===== config.mk =====
export PLATFORM = sky130hd
export DESIGN_NAME = i2c_bus_arbiter
export DESIGN_NICKNAME = d
export VERILOG_FILES = /design/src/rtl/i2c_bus_arb_pkg.sv /design/src/rtl/i2c_cond_detect.sv /design/src/rtl/i2c_bus_arbiter.sv
export SDC_FILE = /design/constraint.sdc
export NUM_CORES = 1
export LEC_CHECK = 0
export BUFFER_PORTS_ARGS = -buffer_cell sky130_fd_sc_hd__buf_2
export CORE_AREA = 2 2 65 55
export CTS_CLUSTER_DIAMETER = 50
export DETAILED_ROUTE_END_ITERATION = 10
export DIE_AREA = 0 0 67 57
export PLACE_DENSITY = 0.76
export SYNTH_ARGS = -nofsm -noshare
export SYNTH_HDL_FRONTEND = slang
export SYNTH_HIERARCHICAL = 1
export SYNTH_SLANG_ARGS = --single-unit

===== constraint.sdc =====
create_clock -name clk_i -period 2.7 [get_ports clk_i]
set_input_delay 0 -clock clk_i [delete_from_list [all_inputs] [get_ports clk_i]]
set_output_delay 0 -clock clk_i [all_outputs]
set_load 0.005 [all_outputs]

===== src/rtl/i2c_bus_arb_pkg.sv =====
// Shared types for the two-requester I2C bus arbiter.
package i2c_bus_arb_pkg;

    typedef enum logic [1:0] {
        IDLE      = 2'd0,
        OWNED     = 2'd1,
        STOP_WAIT = 2'd2
    } arb_state_e;

    localparam int NumReq = 2;

    typedef logic [$clog2(NumReq)-1:0] req_idx_t;

    function automatic logic [NumReq-1:0] idx_to_onehot(req_idx_t idx);
        return NumReq'(1) << idx;
    endfunction

endpackage


===== src/rtl/i2c_cond_detect.sv =====
// Registers the resolved bus lines once and flags START, STOP and any line change.
module i2c_cond_detect (
    input  logic clk_i,
    input  logic rst_ni,
    input  logic bus_scl_i,
    input  logic bus_sda_i,
    output logic scl_q_o,
    output logic start_o,
    output logic stop_o,
    output logic activity_o
);

    logic scl_q_reg;
    logic sda_q_reg;
    logic scl_qq_reg;
    logic sda_qq_reg;

    // Lines reset to the released level so reset release never looks like a bus condition.
    always_ff @(posedge clk_i) begin
        if (!rst_ni) begin
            scl_q_reg  <= 1'b1;
            sda_q_reg  <= 1'b1;
            scl_qq_reg <= 1'b1;
            sda_qq_reg <= 1'b1;
        end else begin
            scl_q_reg  <= bus_scl_i;
            sda_q_reg  <= bus_sda_i;
            scl_qq_reg <= scl_q_reg;
            sda_qq_reg <= sda_q_reg;
        end
    end

    assign scl_q_o    = scl_q_reg;
    assign start_o    = scl_q_reg & sda_qq_reg & ~sda_q_reg;
    assign stop_o     = scl_q_reg & ~sda_qq_reg & sda_q_reg;
    assign activity_o = (scl_q_reg ^ scl_qq_reg) | (sda_q_reg ^ sda_qq_reg);

endmodule


===== src/rtl/i2c_bus_arbiter.sv =====
// Grants a shared open-drain I2C bus to one of two hosts on their START attempt and
// forwards only the owner's drive; releases on STOP or owner inactivity.
module i2c_bus_arbiter
    import i2c_bus_arb_pkg::*;
#(
    parameter int TimeoutCycles = 25000,
    parameter int BusFreeCycles = 120
) (
    input  logic              clk_i,
    input  logic              rst_ni,
    input  logic [NumReq-1:0] req_scl_o_i,
    input  logic [NumReq-1:0] req_scl_en_i,
    input  logic [NumReq-1:0] req_sda_o_i,
    input  logic [NumReq-1:0] req_sda_en_i,
    output logic [NumReq-1:0] req_scl_o,
    output logic [NumReq-1:0] req_sda_o,
    input  logic              bus_scl_i,
    input  logic              bus_sda_i,
    output logic              bus_scl_pull_o,
    output logic              bus_sda_pull_o,
    output logic [NumReq-1:0] grant_o,
    output logic              busy_o,
    output logic              timeout_o
);

    localparam int ToW   = $clog2(TimeoutCycles) + 1;
    localparam int FreeW = $clog2(BusFreeCycles) + 1;

    arb_state_e        state_reg;
    logic [NumReq-1:0] grant_reg;
    logic              timeout_reg;
    req_idx_t          rr_ptr_reg;
    logic [ToW-1:0]    to_cnt_reg;
    logic [FreeW-1:0]  free_cnt_reg;

    logic [NumReq-1:0] scl_pull;
    logic [NumReq-1:0] sda_pull;
    logic [NumReq-1:0] req_cond;
    logic              scl_q;
    logic              bus_start;
    logic              bus_stop;
    logic              line_change;
    logic              activity;

    i2c_cond_detect u_cond_detect (
        .clk_i      (clk_i),
        .rst_ni     (rst_ni),
        .bus_scl_i  (bus_scl_i),
        .bus_sda_i  (bus_sda_i),
        .scl_q_o    (scl_q),
        .start_o    (bus_start),
        .stop_o     (bus_stop),
        .activity_o (line_change)
    );

    // START/STOP are line changes already; folded in so any bus condition counts as activity.
    assign activity = line_change | bus_start | bus_stop;

    for (genvar gi = 0; gi < NumReq; gi++) begin : g_req
        assign scl_pull[gi]  = req_scl_en_i[gi] & ~req_scl_o_i[gi];
        assign sda_pull[gi]  = req_sda_en_i[gi] & ~req_sda_o_i[gi];
        assign req_cond[gi]  = sda_pull[gi] & ~scl_pull[gi] & scl_q;
        assign req_scl_o[gi] = bus_scl_i;
        assign req_sda_o[gi] = bus_sda_i;
    end

    // grant_reg is one-hot or zero, so the masked OR selects exactly the owner's drive.
    assign bus_scl_pull_o = |(scl_pull & grant_reg);
    assign bus_sda_pull_o = |(sda_pull & grant_reg);
    assign grant_o        = grant_reg;
    assign busy_o         = (state_reg != IDLE);
    assign timeout_o      = timeout_reg;

    always_ff @(posedge clk_i) begin
        if (!rst_ni) begin
            state_reg    <= IDLE;
            grant_reg    <= '0;
            timeout_reg  <= 1'b0;
            rr_ptr_reg   <= '0;
            to_cnt_reg   <= '0;
            free_cnt_reg <= '0;
        end else begin
            timeout_reg <= 1'b0;
            case (state_reg)
                IDLE: begin
                    to_cnt_reg   <= '0;
                    free_cnt_reg <= '0;
                    if (&req_cond) begin
                        grant_reg  <= idx_to_onehot(rr_ptr_reg);
                        rr_ptr_reg <= ~rr_ptr_reg;
                        state_reg  <= OWNED;
                    end else if (|req_cond) begin
                        grant_reg <= req_cond;
                        state_reg <= OWNED;
                    end
                end
                OWNED: begin
                    if (bus_stop) begin
                        grant_reg <= '0;
                        state_reg <= STOP_WAIT;
                    end else if (activity) begin
                        to_cnt_reg <= '0;
                    end else if (to_cnt_reg >= ToW'(TimeoutCycles - 1)) begin
                        grant_reg   <= '0;
                        timeout_reg <= 1'b1;
                        state_reg   <= STOP_WAIT;
                    end else if (to_cnt_reg != '1) begin
                        to_cnt_reg <= to_cnt_reg + 1'b1;
                    end
                end
                STOP_WAIT: begin
                    if (free_cnt_reg >= FreeW'(BusFreeCycles - 1)) begin
                        free_cnt_reg <= '0;
                        state_reg    <= IDLE;
                    end else if (free_cnt_reg != '1) begin
                        free_cnt_reg <= free_cnt_reg + 1'b1;
                    end
                end
                default: state_reg <= IDLE;
            endcase
        end
    end

endmodule


Yosys cells after proc, flatten, opt, wreduce, memory -nomap -nowiden
Index checks and enable logic that the tools add are counted.
Cells by class
  $add $sub $neg: 2
  order comparisons: 2
  reduce and logical (&&, ||, !) cells: 14
  shift-type cells: 1
  multiplexer cells: 22
  eq/ne operators: 12
  bitwise operators: 30
Operator list (number)
  $mux 16: 4
  $pmux 16 s2: 1
  $mux 2: 11
  $ne 3x3->1 const B: 6
  $add 16x1->16 const B: 1
  $ge 16x15->1 const B: 1
  $mux 8: 2
  $ne 16x16->1 const B: 1
  $pmux 8 s2: 1
  $and 1x1->1: 12
  $reduce_and 4->1: 3
  $not 1->1: 11
  $add 8x1->8 const B: 1
  $ge 8x7->1 const B: 1
  $ne 8x8->1 const B: 1
  $pmux 2 s3: 1
  $reduce_bool 2->1: 3
  $reduce_or 2->1: 3
  $and 2x2->2: 2
  $ne 2x2->1 const B: 2
  $pmux 2 s2: 1
  $reduce_and 2->1: 2
  $reduce_or 4->1: 1
  $or 1x1->1: 3
  other kinds (7): 8
Word-level totals
  logic and storage cells: 93
  output and inout bits: 10
  flip-flop bits (word level): 34

Depth between registers and ports, before layout
  depth in word-level cells: 9
  depth in mapped cells: 8
  gate-level depth less buffers: 7

By module
Netlist, hierarchy kept.
By module, submodules not included
  i2c_bus_arbiter: seq. area each 600.6 um^2, cells an instance 203, instances 1, area an instance 1604.0 um^2
  i2c_cond_detect: seq. area each 80.1 um^2, cells an instance 15, instances 1, area an instance 141.4 um^2

Worst setup path after synthesis
OpenSTA, ideal clock, no wires.
  path type: reg2reg
  from: reg to_cnt_reg[0]
  to: reg to_cnt_reg[10]
  data required time: 2.638 ns
  path slack: 0.541 ns
  arrival time: 2.097 ns
  clock period less this slack: 2.159 ns
  cell stages (with the launch flop): 8
  setup time: 0.062 ns
  path buffers: 1
  cell sequence: dfxtp_1 -> ha_1 -> a2111oi_2 -> nor4_1 -> or3_1 -> buf_2 -> or4_1 -> nand3_1
Between the ends
  cells in the longest elaborated chain, start to end: 6
Ends and longest elaborated chain
  from (decl): line i2c_bus_arbiter.sv:33  | logic [ToW-1:0] to_cnt_reg;
  from (signal assigned): line i2c_bus_arbiter.sv:108  | to_cnt_reg <= to_cnt_reg + 1'b1;
  $add 16x1->16: line i2c_bus_arbiter.sv:108
  $mux 16: line i2c_bus_arbiter.sv:107  | end else if (to_cnt_reg != '1) begin
  $mux 16: line i2c_bus_arbiter.sv:103  | end else if (to_cnt_reg >= ToW'(TimeoutCycles - 1)) begin
  $mux 16: line i2c_bus_arbiter.sv:101  | end else if (activity) begin
  $mux 16: line i2c_bus_arbiter.sv:98  | if (bus_stop) begin
  $pmux 16 s2: line i2c_bus_arbiter.sv:84  | case (state_reg)
Parallel ways exist; a longest one is shown, timed or not. The select of a mux whose other input is x is not followed.
A chain may end at the register's enable or synchronous reset.

Worst setup path in the final report
  from: reg to_cnt_reg[0]
  to: reg to_cnt_reg[0]
The elaborated chain is that of the path after synthesis.

==> results.cfg <==
[cells_and_area]
stdcell_area_um2 = 2010
area_growth_pct = 15.0
diodes = 0
fill_cells = 308
largest_reg_flops = 16
nNetsFinal = 252
drive_gt1_share_pct = 13.8

[yosys]
seq_area_frac_synth_pct = 39.0
synth.avg_cell_area_um2 = 8.01
yosysMostFrequentCell = dfxtp_1
synth-warning-count = 6
ys_ff_latch = 34
synth_cell_type_count = 44
synth.area.top_cells = dfxtp_1, nand2_1, nand3_1
yosys.area.top_type = dfxtp_1
synth_flop_cell = dfxtp_1
synth_top_area_share_pct = 39.0
synth_common_cells = dfxtp_1, nand2_1, nor2_1
syn-cell-area_um2 = 1750
syn-num-nets = 232
async_flop_share_pct = 0
synth_edf_count = 0
synthCells = 218

[worst_setup_path]
critical_path_class = flip-flop to flip-flop
cp_slowest_cell = nor3_1
r2r_cells = 6
reg2reg_to = to_cnt_reg[0]$_SDFFE_PN0P_
crit_chain = ha_1 -> a2111oi_2 -> nor4_1 -> nor3_1 -> o21ai_0 -> mux2_2
r2r_slack_ns = 0.25
r2r-start = to_cnt_reg[0]$_SDFFE_PN0P_
worst-path-max-fanout = 7
arrival_ns = 2.62
end_kind = flip-flop
max_stage_delay_ns = 0.62
cp.required_ns = 2.87
start_kind = flip-flop

[power_and_ir_drop]
clkPwrFrac_pct = 49.5
p_leak_nw = 0.786
cell_internal_pwr_w = 0.000932
p_per_area_nw_per_um2 = 582
p_sw_w = 0.000236
combinationalPowerShare_pct = 6.1
power.total_w = 0.00117
switching_share_pct = 20.2
seqPwrFrac_pct = 44.5
vdd_drop_max_mv = 0.506

[worst_hold_path]
min_delay_path_depth = 2
hold_start = rst_ni
hold_class = input pin to flip-flop
hold_end = u_cond_detect/sda_q_reg$_SDFF_PN1_

[global_routing]
overflow = 0
grt_max_degree = 17
antenna_found_initial = 0
grtUsageMet1_pct = 29.2
met2_usage_pct = 30.8
grt_use_met3_pct = 4.73
grt_pass1_vias = 1394
gr-max-usage-layer = met2
grt_pass1_wl_mm = 6.09
grt_usage_pct = 20.5

[timing]
fin_skew_ns = 0.00847
fmax_ghz = 0.409
rsz0062_at_grt = false
min_period_ns = 2.45
maxSlewViolCount = 0
fin_tns_setup_ns = 0
final.period_utilization_pct = 90.6
finalSetupViolations = 0
finalHoldViolCount = 0
slew_headroom_pct = 49.2
worst_slew_pin_slew_ns = 0.753

[floorplanning]
start_util_pct = 54.0
die_area_um2 = 3820
die_w_um = 67
fp-row-count = 19
fp.dieH_um = 57
pin_count = 22
core_um2 = 3230

[placement]
post-dp-hpwl_mm = 2.53
place_area_um2 = 1840
place.port_buffers = 21
gp_congestion = 0.848

[clock_network]
cts_setup_buffers = 0
cts_sinks = 34
cts_tree = yes
clockBufferDepth = 2
numCtsBuffers = 5
cts_root_buffer = clkbuf_8
clk_latency_ns = 0.28
htree_levels = 2
clk_transition_reported_paths_ns = 0.06
hold_buffers = 2
ctsResizeCount = 0

[detailed_routing]
first_iter_violations = 125
vias = 1619
first_pass_iters = 4
wl_per_cell_um = 12.6
ant_nets = 0
via_per_inst = 5.76
drcViolationCount = 0
drt_wl_total_mm = 3.55

[run]
cap_violations = 0

[outcome]
status = complete, no violations
[cells by family after synthesis]
logic type      share of synthesized area (%)
compound gates                           21.1
mux                                     0.645
simple gates                             30.8
buf+inv                                  5.52
fa+ha+maj                                1.43
flops                                    39.0
xor+xnor                                 1.51
[how the worst max path moves through the flow]
stage                          startpoint                     endpoint  slack [ns]
6_report       to_cnt_reg[0]$_SDFFE_PN0P_   to_cnt_reg[0]$_SDFFE_PN0P_        0.25
3_3_place_gp   to_cnt_reg[0]$_SDFFE_PN0P_   to_cnt_reg[0]$_SDFFE_PN0P_        0.42
3_5_place_dp   to_cnt_reg[0]$_SDFFE_PN0P_   to_cnt_reg[0]$_SDFFE_PN0P_        0.26
5_1_grt        to_cnt_reg[0]$_SDFFE_PN0P_   to_cnt_reg[0]$_SDFFE_PN0P_        0.04
4_1_cts        to_cnt_reg[0]$_SDFFE_PN0P_   to_cnt_reg[0]$_SDFFE_PN0P_        0.24
2_1_floorplan  to_cnt_reg[0]$_SDFFE_PN0P_  to_cnt_reg[10]$_SDFFE_PN0P_        0.54
[stage by stage]
step	util, %	setup WS [ns]	hold WS (ns)	instances
after floorplan	-	0.541	0.0730	218
after global placement	57.0	0.420	0.186	271
after detailed placement	57.0	0.259	0.188	271
after CTS	62.1	0.238	0.00769	281
after global routing	62.1	0.0358	0.0262	281
final	62.1	0.253	0.0133	281
[worst max-delay path: cells and delay by family (launching register included)]
kind                       cells  cell delay, ns
and+or+nand+nor                2            0.77
adders and majority gates      1            0.28
AOI/OAI and AO/OA              2            0.67
DFF                            1            0.33
muxes                          1            0.30
[cells in the final DEF, fill, tap and decap left out, types with 3 or more instances in the layout]
cell       n
dfxtp_1   34
nand2_1   27
nor2_1    21
buf_2     21
nand3_1   17
a21oi_1   13
o21ai_0    9
o211ai_1   9
inv_1      8
or3_1      6
clkbuf_8   6
nand3b_1   5
nand4_1    5
nand2b_1   5
or4_1      5
o41ai_1    4
nor4_1     3
and3_1     3
and2_1     3
o311ai_0   3
[power groups by stage]
stage               clock [W]  sequential, W  combinational, W
finish               0.000577       0.000519         0.0000707
CTS                  0.000590       0.000519         0.0000710
global route         0.000606       0.000521         0.0000795
global placement            0       0.000531         0.0000674
floorplan                   0       0.000525         0.0000511
detailed placement          0       0.000531         0.0000684
[metal layers]
layer	part of all wire, %	wire (um)
met1	50	1770
met2	45	1600
met3	3.9	139
met4	1.0	36
met5	0	0
[final cells by class]
type | count | area (um2) | share of cell area [%]
clock buffer | 6 | 82.6 | 4.11
tap | 42 | 52.6 | 2.62
timing repair buffer | 24 | 133 | 6.61
inverter | 8 | 30.0 | 1.50
clock inverter | 2 | 60.1 | 2.99
multi-input combinational | 165 | 968 | 48.3
sequential | 34 | 681 | 33.9
Power figures use the tool's default switching activity.
